$ cat src/rtl/score_uart_pkg.sv
// rtl/score_uart_pkg.sv - shared message length, ASCII constants, sequencer states and byte mapping
package score_uart_pkg;

  localparam int MSG_LEN = 11;

  localparam logic [7:0] ASCII_A     = 8'h41;
  localparam logic [7:0] ASCII_B     = 8'h42;
  localparam logic [7:0] ASCII_EQ    = 8'h3D;
  localparam logic [7:0] ASCII_SPACE = 8'h20;
  localparam logic [7:0] ASCII_CR    = 8'h0D;
  localparam logic [7:0] ASCII_LF    = 8'h0A;
  localparam logic [7:0] ASCII_ZERO  = 8'h30;
  localparam logic [7:0] ASCII_QMARK = 8'h3F;

  typedef enum logic [1:0] {
    IDLE  = 2'd0,
    LOAD  = 2'd1,
    SHIFT = 2'd2
  } seq_state_t;

  // BCD digit to ASCII; non-decimal codes show up as '?' on the host
  function automatic logic [7:0] digit_ascii(input logic [3:0] d);
    return (d <= 4'd9) ? (ASCII_ZERO + {4'd0, d}) : ASCII_QMARK;
  endfunction

  // Byte idx of "A=dd B=dd\r\n"
  function automatic logic [7:0] msg_byte(input logic [3:0] idx,
                                          input logic [3:0] d1a, input logic [3:0] d0a,
                                          input logic [3:0] d1b, input logic [3:0] d0b);
    logic [7:0] b;
    case (idx)
      4'd0:    b = ASCII_A;
      4'd1:    b = ASCII_EQ;
      4'd2:    b = digit_ascii(d1a);
      4'd3:    b = digit_ascii(d0a);
      4'd4:    b = ASCII_SPACE;
      4'd5:    b = ASCII_B;
      4'd6:    b = ASCII_EQ;
      4'd7:    b = digit_ascii(d1b);
      4'd8:    b = digit_ascii(d0b);
      4'd9:    b = ASCII_CR;
      default: b = ASCII_LF;
    endcase
    return b;
  endfunction

endpackage

$ cat src/rtl/uart_tx_byte.sv
// rtl/uart_tx_byte.sv - one-byte UART serializer, 8N1 or 8E1 when SCORE_UART_TX_PARITY_EN is defined
module uart_tx_byte #(
  parameter int CLKS_PER_BIT = 10417
) (
  input  logic       clk,
  input  logic       reset,
  input  logic       valid,
  output logic       ready,
  input  logic [7:0] data,
  output logic       tx,
  output logic       frame_end
);

`ifdef SCORE_UART_TX_PARITY_EN
  localparam int FRAME_BITS = 11;
  localparam int TAIL_W     = 10;
`else
  localparam int FRAME_BITS = 10;
  localparam int TAIL_W     = 9;
`endif
  localparam int CNT_W = (CLKS_PER_BIT > 1) ? $clog2(CLKS_PER_BIT) : 1;
  localparam logic [CNT_W-1:0] CNT_LAST = CNT_W'(CLKS_PER_BIT - 1);
  localparam logic [3:0]       BIT_LAST = 4'(FRAME_BITS - 1);

  logic              active;
  logic [CNT_W-1:0]  cnt;
  logic [3:0]        bit_n;
  logic [TAIL_W-1:0] shreg;
  logic [TAIL_W-1:0] frame_tail;

  // Bits following the start bit, LSB shifted out first
  always_comb begin
`ifdef SCORE_UART_TX_PARITY_EN
    frame_tail = {1'b1, ^data, data};
`else
    frame_tail = {1'b1, data};
`endif
  end

  // Ready again in the final cycle of the stop bit so frames chain with no gap
  assign frame_end = active && (cnt == CNT_LAST) && (bit_n == BIT_LAST);
  assign ready     = !active || frame_end;

  // Bit timing and shift register; tx is a flop so reset forces the line idle at once
  always_ff @(posedge clk or posedge reset) begin
    if (reset) begin
      active <= 1'b0;
      cnt    <= '0;
      bit_n  <= 4'd0;
      shreg  <= '0;
      tx     <= 1'b1;
    end else if (valid && ready) begin
      active <= 1'b1;
      cnt    <= '0;
      bit_n  <= 4'd0;
      shreg  <= frame_tail;
      tx     <= 1'b0;
    end else if (active) begin
      if (cnt == CNT_LAST) begin
        cnt <= '0;
        if (bit_n == BIT_LAST) begin
          active <= 1'b0;
          tx     <= 1'b1;
        end else begin
          bit_n <= bit_n + 4'd1;
          tx    <= shreg[0];
          shreg <= shreg >> 1;
        end
      end else begin
        cnt <= cnt + CNT_W'(1);
      end
    end
  end

endmodule

$ cat src/rtl/score_uart_tx.sv
// rtl/score_uart_tx.sv - score message sequencer over uart_tx_byte; SCORE_UART_TX_PARITY_EN adds even parity
module score_uart_tx #(
  parameter int CLKS_PER_BIT = 10417
) (
  input  logic       clk,
  input  logic       reset,
  input  logic       send,
  input  logic [3:0] dig1_A,
  input  logic [3:0] dig0_A,
  input  logic [3:0] dig1_B,
  input  logic [3:0] dig0_B,
  output logic       tx,
  output logic       busy,
  output logic       done
);
  import score_uart_pkg::*;

  localparam logic [3:0] IDX_LAST = 4'(MSG_LEN - 1);

  seq_state_t state, next_state;
  logic [3:0] idx;
  logic [3:0] snap_d1a, snap_d0a, snap_d1b, snap_d0b;
  logic       accept;
  logic       byte_valid, byte_ready, byte_frame_end;
  logic [7:0] byte_data;

  uart_tx_byte #(.CLKS_PER_BIT(CLKS_PER_BIT)) u_byte (
    .clk       (clk),
    .reset     (reset),
    .valid     (byte_valid),
    .ready     (byte_ready),
    .data      (byte_data),
    .tx        (tx),
    .frame_end (byte_frame_end)
  );

  // Sequencer state register
  always_ff @(posedge clk or posedge reset) begin
    if (reset) state <= IDLE;
    else       state <= next_state;
  end

  // Next state and byte feed; byte 0 goes out on acceptance so the start bit lines up with busy
  always_comb begin
    next_state = state;
    accept     = 1'b0;
    byte_valid = 1'b0;
    byte_data  = 8'h00;
    busy       = 1'b1;
    case (state)
      IDLE: begin
        busy = 1'b0;
        if (send && byte_ready) begin
          accept     = 1'b1;
          byte_valid = 1'b1;
          byte_data  = msg_byte(4'd0, dig1_A, dig0_A, dig1_B, dig0_B);
          next_state = LOAD;
        end
      end
      LOAD: next_state = SHIFT;
      SHIFT: begin
        if (idx != IDX_LAST) begin
          byte_valid = 1'b1;
          byte_data  = msg_byte(idx + 4'd1, snap_d1a, snap_d0a, snap_d1b, snap_d0b);
        end else if (byte_frame_end) begin
          next_state = IDLE;
        end
      end
      default: next_state = IDLE;
    endcase
  end

  // Byte index: cleared in LOAD, advanced per handshake, never past the last byte
  always_ff @(posedge clk or posedge reset) begin
    if (reset)                                      idx <= 4'd0;
    else if (state == LOAD)                         idx <= 4'd0;
    else if (state == SHIFT && byte_valid && byte_ready) idx <= idx + 4'd1;
  end

  // Digit snapshot so input changes cannot corrupt a message in flight
  always_ff @(posedge clk or posedge reset) begin
    if (reset) begin
      snap_d1a <= 4'd0;
      snap_d0a <= 4'd0;
      snap_d1b <= 4'd0;
      snap_d0b <= 4'd0;
    end else if (accept) begin
      snap_d1a <= dig1_A;
      snap_d0a <= dig0_A;
      snap_d1b <= dig1_B;
      snap_d0b <= dig0_B;
    end
  end

  // Completion pulse lands in the cycle the sequencer is back in IDLE
  always_ff @(posedge clk or posedge reset) begin
    if (reset) done <= 1'b0;
    else       done <= (state == SHIFT) && (idx == IDX_LAST) && byte_frame_end;
  end

endmodule

$ cat config.mk
export PLATFORM = sky130hd
export DESIGN_NAME = score_uart_tx
export DESIGN_NICKNAME = d
export VERILOG_FILES = /design/src/rtl/score_uart_pkg.sv /design/src/rtl/uart_tx_byte.sv /design/src/rtl/score_uart_tx.sv
export SDC_FILE = /design/constraint.sdc
export NUM_CORES = 1
export LEC_CHECK = 0
export CORE_MARGIN = 5
export CORE_UTILIZATION = 55
export CTS_CLUSTER_DIAMETER = 200
export DETAILED_ROUTE_END_ITERATION = 10
export PLACE_DENSITY = 0.76
export SYNTH_ARGS = -nofsm -noshare
export SYNTH_HDL_FRONTEND = slang
export SYNTH_SLANG_ARGS = --single-unit
$ cat constraint.sdc
create_clock -name clk -period 3.1 [get_ports clk]
set_input_delay 0.62 -clock clk [delete_from_list [all_inputs] [get_ports clk]]
set_output_delay 0.62 -clock clk [all_outputs]
set_load 0.01 [all_outputs]
==> Word-level counts from Yosys, hierarchy flattened <==
Cells that the tools add are included.
{ "word_totals": {"regBits": 52, "inputBits": 19, "output_inout_bits": 3, "wordCells": 99} }
{ "classes": {"add_sub_neg": 7, "magnitude_cmp": 4, "eq_ne": 19, "n_mux": 38, "reduce_logical": 19} }
{ "op_table": {"columns": ["operator", "n"], "rows": [
  ["$pmux 7 s9", 1],
  ["$mux 14", 3],
  ["$mux 7", 6],
  ["$mux 9", 4],
  ["$add 6x4->7 const A", 4],
  ["$mux 4", 6],
  ["$eq 4x3->1 const B", 4],
  ["$eq 4x4->1 const B", 4],
  ["$le 4x4->1 const B", 4],
  ["$add 14x1->14 const B", 1],
  ["$eq 14x14->1 const B", 1],
  ["$pmux 7 s2", 1],
  ["$mux 1", 12],
  ["$add 4x1->4 const B", 2],
  ["$eq 4x2->1 const B", 2],
  ["$logic_and 1x1->1", 8],
  ["$mux 2", 3],
  ["$ne 2x2->1 const B", 3],
  ["$pmux 2 s3", 1],
  ["$reduce_and 3->1", 2],
  ["$reduce_bool 2->1", 3],
  ["$eq 4x1->1 const B", 1],
  ["$logic_not 4->1", 1],
  ["$ne 4x4->1 const B", 1],
  ["9 further kinds", 9]
]} }

==> Logic depth before layout (Yosys ltp) <==
{ "depth": {"ltp_word": 11, "mapped_depth": 8, "depth_no_buf": 7} }

==> Modules after synthesis <==
Synthesis repeated with hierarchy kept, for this count alone.
{ "hier_totals": {"hier_cells": 351, "area_unflattened_um2": 3280.6} }
{ "by_module_without_submodules": {"columns": ["module", "n_inst", "cells_each", "area_per_inst_um2", "seq_area_each_um2"], "rows": [
  ["uart_tx_byte", 1, 191, 1717.9, 726.9],
  ["score_uart_tx", 1, 160, 1562.7, 575.6]
]} }

==> Worst setup path after synthesis <==
Ideal clock, no wire load.
{ "synth_timing": {"kind": "register to register", "startpoint": "register u_byte.cnt[0]", "endpoint": "register snap_d0a[0]", "setup_ns": 0.125, "arrival_ns": 2.409, "required_time_ns": 2.975, "slack_ns": 0.566, "path_stages_with_launch": 9, "n_path_buf": 1, "synth_period_minus_slack_ns": 2.534, "cell_sequence": "dfrtp_1 -> inv_1 -> ha_1 -> or4b_4 -> or4_4 -> o21ai_2 -> nand3_4 -> buf_6 -> mux2_4"} }
{ "synth_via": {"elab_chain_cells": 7} }
{ "synth_lines": {"columns": ["item", "line_no", "source"], "rows": [
  ["start: declaration", "uart_tx_byte.sv:26", "logic [CNT_W-1:0] cnt;"],
  ["start signal: assignment", "uart_tx_byte.sv:70", "cnt <= cnt + CNT_W'(1);"],
  ["$eq 14x14->1", "uart_tx_byte.sv:41", "assign frame_end = active && (cnt == CNT_LAST) && (bit_n == BIT_LAST);"],
  ["$logic_and 1x1->1 (2 in series)", "uart_tx_byte.sv:41", null],
  ["$logic_or 1x1->1", "uart_tx_byte.sv:42", "assign ready = !active || frame_end;"],
  ["$logic_and 1x1->1", "score_uart_tx.sv:53", "if (send && byte_ready) begin"],
  ["$mux 1", "score_uart_tx.sv:53", null],
  ["$mux 1", "score_uart_tx.sv:50", "case (state)"],
  ["end signal: assignment", "score_uart_tx.sv:89", "snap_d0a <= dig0_A;"],
  ["end: declaration", "score_uart_tx.sv:22", "logic [3:0] snap_d1a, snap_d0a, snap_d1b, snap_d0b;"]
]} }
Every way passes these cells.
A chain may end at the register's enable or synchronous reset.

==> Worst setup path after layout <==
{ "layout_timing": {"startpoint": "register u_byte.cnt[0]", "endpoint": "register snap_d0b[2]"} }
{ "layout_via": {"elab_chain_cells": 7} }
{ "layout_lines": {"columns": ["item", "line_no", "source"], "rows": [
  ["$eq 14x14->1", "uart_tx_byte.sv:41", null],
  ["$logic_and 1x1->1 (2 in series)", "uart_tx_byte.sv:41", null],
  ["$logic_or 1x1->1", "uart_tx_byte.sv:42", null],
  ["$logic_and 1x1->1", "score_uart_tx.sv:53", null],
  ["$mux 1", "score_uart_tx.sv:53", null],
  ["$mux 1", "score_uart_tx.sv:50", null],
  ["end signal: assignment", "score_uart_tx.sv:91", "snap_d0b <= dig0_B;"],
  ["end: declaration", "score_uart_tx.sv:22", null]
]} }
Every way passes these cells.

==> summary by stage <==
Logic synthesis
The most used flip-flop cell after synthesis is dfrtp_1. In this run, distinct cell masters in the synthesized netlist total 61. Yosys mapped a number of flops with a built-in enable equal to 0. The fraction of the yosys area taken by sequential cells is 0.439.

The share of synthesized area spent on multiplexers is 0.0815. After synthesis, the largest family of logic cells by area is simple AND/OR/NAND/NOR gates. The number of nets produced by synthesis is around 320. The post-synth design cell area is 2960 um2. The fraction of the mapped netlist area in compound gates came to 0.168. Of the total synthesized cell area, the portion taken by AND, OR, NAND and NOR gates is 0.191. The post-synthesis share of cell area spent on full adders, half adders and majority gates is 0.0422.

Of the total synthesized cell area, the portion taken by XOR and XNOR cells is 0.0502. The number of synthesized register bits is 52. The average footprint of a synthesized cell is between 10 and 15 um2. After technology mapping, the gate count stands at 295. In the synthesized netlist the async set-or-reset flop fraction comes to 1.00.

The count of warnings emitted by yosys is 0.

Setup path
Along the worst path, the maximum fanout reaches 18. The cell with the biggest individual delay on the critical path is or4_4. Counting both buffers and inverters, the worst setup path holds a total of 1. The worst setup path is captured at a register.

The startpoint of the most critical register-to-register path is u_byte.cnt[0]. The most critical setup path has its startpoint at u_byte.cnt[0]. Data on the critical path arrives at its endpoint at 2.93 ns. On the worst path, the slowest cell contributes a delay of 0.57 ns.

STA classifies the critical path startpoint as a register. For the worst setup path, the data required time is 3.29 ns. The worst setup path is of the register to register kind.

The gate family responsible for the most delay along the worst path is simple AND/OR/NAND/NOR gates. Walking the worst path, the cells encountered are inv_1 > ha_1 > or4b_4 > or4_4 > o21ai_2 > nand3_4 > mux2_4.

Pwr
IR analysis of the VDD net gives a maximum drop of 0.265 mV. The net switching component of the power is 0.000238 W. Of the total power, registers draw 0.605. The net switching fraction of the power is 0.212. Summing internal, switching and leakage power gives 0.00112 W. Of the total power, combinational logic draws 0.039. Of the total power, the clock network draws 0.355. The power per standard cell area is 334 nW/um2.

The static power due to leakage is around 1.6 nW. The cell-internal power is 0.000886 W.

Detailed routing
In the final routed layout, each cell accounts on average for 15.4 um. For this block, the initial DRC count from the detailed router was 87. The highest routed metal layer is met4. The wire length on met3 is between 100 and 150 um. For this run, design rule violations remaining after detail routing come to 0. The detail route stage leaves a number of antenna-violating nets equal to 0. The wire length on met1 is 2670 um. The number of optimization iterations in the first detailed-route pass is 4. The via count is 2248. The via-per-instance ratio is 5.72. The total wire length is approximately 6000 um.

The detailed-routed wire length on met2 is 3160 um.

Timing
The worst slew margin relative to its limit is 0.567. Timing would allow up to ~360 MHz. The final critical-path share of the clock period is 0.885.

The worst slack on hold paths is between 0.4 and 0.5 ns. The number of failing setup endpoints in the final timing report is 0. Between clock sinks in the finished design, the worst skew comes to 0.00781 ns. The pin slew with the least headroom to its limit is approximately 0.65 ns. The number of hold-slack violations in the final timing report came to 0. Setup repair after global routing left no endpoint under its margin.

The smallest clock period supported by the final layout is computed as 2.74 ns. The number of slew-limit violations in the final report is 0. The post-route setup TNS is 0 ns.

Placement
Detailed placement finished with a half-perimeter wire length of 4460 um. The final weighted congestion of routability-driven global placement is 0.896. The port buffer count is 21. The placed instances occupy a cell area of around 3300 um2.

Clock tree
Once the clock tree was built, the setup fixing pass inserted 0 buffers. The maximum buffer depth of the clock tree is 2. At the later pin of the worst-skew pair, clock insertion delay measures 0.30 ns. TritonCTS built the clock tree. The cts-stage hold buffer count is 0. Once the clock tree was built, the resizer swapped 0 gates to a different size. The cell at the root of the clock tree is clkbuf_8. Counting every sink on the clock net gives 52. TritonCTS created 5 clock buffers.

The number of H-tree branching levels is 2. The clock transition at the register clock pins on the worst setup and hold paths after CTS is 0.10 ns.

Layout
The final layout contains 351 nets. The layout overhead on the synthesized area is 13.7%. Summing all non-filler instances in the final layout gives an area of roughly 3400 um2. 0 antenna diodes ended up in the layout. In the final layout, the share of cells above drive strength 1 is 0.133. The share of the core filled with cells in the final layout is 0.651. The count of filler cells inserted in the layout is 423.

Hold path
The startpoint identified for the worst hold timing path is u_byte.shreg[4]. The path class of the tightest hold or removal check is register to register.

Die
The total die area is 6960 um2. From bottom edge to top edge, the die measures 83.4 um. The number of rows in the core area is 26. The number of top-level design ports is 22. For this configuration, the core starts out at a cell density of 0.573. The standard cell core area is roughly 5200 um2.

The width of the chip is 83.4 um.

GRT
The maximum number of pins on one net before global-route repair is 19. The initial antenna violation count is 0. The first global-routing pass estimated 10600 um of wire. For this run, the total global-route usage over all layers was measured as 0.183. The leftover overflow at the end of global routing is 0.

The via count of the first global-routing pass is approximately 2300.

Run
The tool flagged a number of max-cap violations equal to 0.

Status
The flow ran to the end, and the final reports show no timing, DRC or antenna violations.
cells in the mapped netlist, types with 4 or more instances:
| cell type | number | share of area |
|---|---|---|
| a21oi_1 | 13 | 0.022 |
| and2_1 | 4 | 0.0084 |
| and3_1 | 5 | 0.011 |
| clkbuf_1 | 5 | 0.0063 |
| dfrtp_1 | 51 | 0.43 |
| ha_1 | 10 | 0.042 |
| inv_1 | 12 | 0.015 |
| mux2_2 | 9 | 0.034 |
| mux2_4 | 8 | 0.041 |
| nand2_1 | 24 | 0.030 |
| nand2b_1 | 4 | 0.0084 |
| nand3_1 | 15 | 0.025 |
| nand4_1 | 6 | 0.013 |
| nor2_1 | 21 | 0.027 |
| nor3_1 | 6 | 0.010 |
| o211ai_1 | 6 | 0.015 |
| o21a_1 | 4 | 0.010 |
| o21ai_0 | 16 | 0.027 |
| xor2_1 | 15 | 0.044 |
logic make-up after synthesis:
group,Yosys count
AND/OR/NAND/NOR,105
flip-flops,52
AO/OA/AOI/OAI,72
adder cells (fa/ha/maj),10
multiplexers,19
buffers and inverters,20
XOR/XNOR,17
final timing paths:
path / to / slack (ns) / depth (start not counted)
max: snap_d0b[2] / 0.36 / 7
min: u_byte.shreg[4] / 0.48 / 2
max reg2reg: snap_d0b[2] / 0.36 / 7
min reg2reg: u_byte.shreg[4] / 0.48 / 2
max in group asynchronous: u_byte.tx / 1.86 / 3
min in group asynchronous: u_byte.cnt[0] / 0.60 / 2
through the flow:
step                instances  setup WS [ns]
floorplan                 295          0.566
global placement          385          0.462
detailed placement        385          0.418
CTS                       393          0.357
global route              393          0.280
finish                    393          0.358
metal layers:
layer,vias up,track usage
li1,1124,-
met1,1087,0.226
met2,29,0.331
met3,8,0.0327
met4,0,0.0424
met5,-,0
sequential cells by signal (all words and copies together) (netlist names):
name and flops:
u_byte.cnt 14, done 1, state 2, u_byte.tx 1, u_byte.active 1, u_byte.shreg 9, snap_d0b 4, snap_d0a 4
snap_d1b 4, idx 4, u_byte.bit_n 4, snap_d1a 4
placed cells by master, fill, tap and decap left out, types with 4 or more instances in the layout:
master / netlist / final
ha_1: 10 / 10
xor2_1: 15 / 15
nand2b_1: 4 / 4
nor3_1: 6 / 6
nand3_1: 15 / 15
clkbuf_8: 0 / 6
o21a_1: 4 / 4
and2_1: 4 / 4
buf_4: 0 / 7
mux2_2: 9 / 9
o21ai_0: 16 / 16
o211ai_1: 6 / 6
nor2_1: 21 / 21
nand4_1: 6 / 6
dfrtp_1: 51 / 51
nand2_1: 24 / 24
a21oi_1: 13 / 13
and3_1: 5 / 5
clkdlybuf4s50_1: 0 / 21
mux2_4: 8 / 8
inv_1: 12 / 11
tightest hold or removal path, stage by stage, from the launching register on:
cell and delay [ns]:
dfrtp_1 0.35, nand2_1 0.04, o21ai_0 0.06
final cells by class:
class | instances | area, um2 | share of cell area
timing repair buffer | 28 | 263 | 0.0780
tap | 70 | 87.6 | 0.0260
inverter | 12 | 45.0 | 0.0134
sequential | 52 | 1300 | 0.387
multi-input combinational | 223 | 1580 | 0.468
clock buffer | 7 | 86.3 | 0.0256
clock inverter | 1 | 7.51 | 0.00223
power groups by stage:
stage	sequential, W	clock, W	combinational [W]
3_5_place_dp	0.000694	0	0.0000460
6_report	0.000680	0.000400	0.0000442
4_1_cts	0.000680	0.000414	0.0000461
3_3_place_gp	0.000694	0	0.0000444
5_1_grt	0.000681	0.000442	0.0000495
2_1_floorplan	0.000694	0	0.0000139
(Power assumes the default switching activity.)
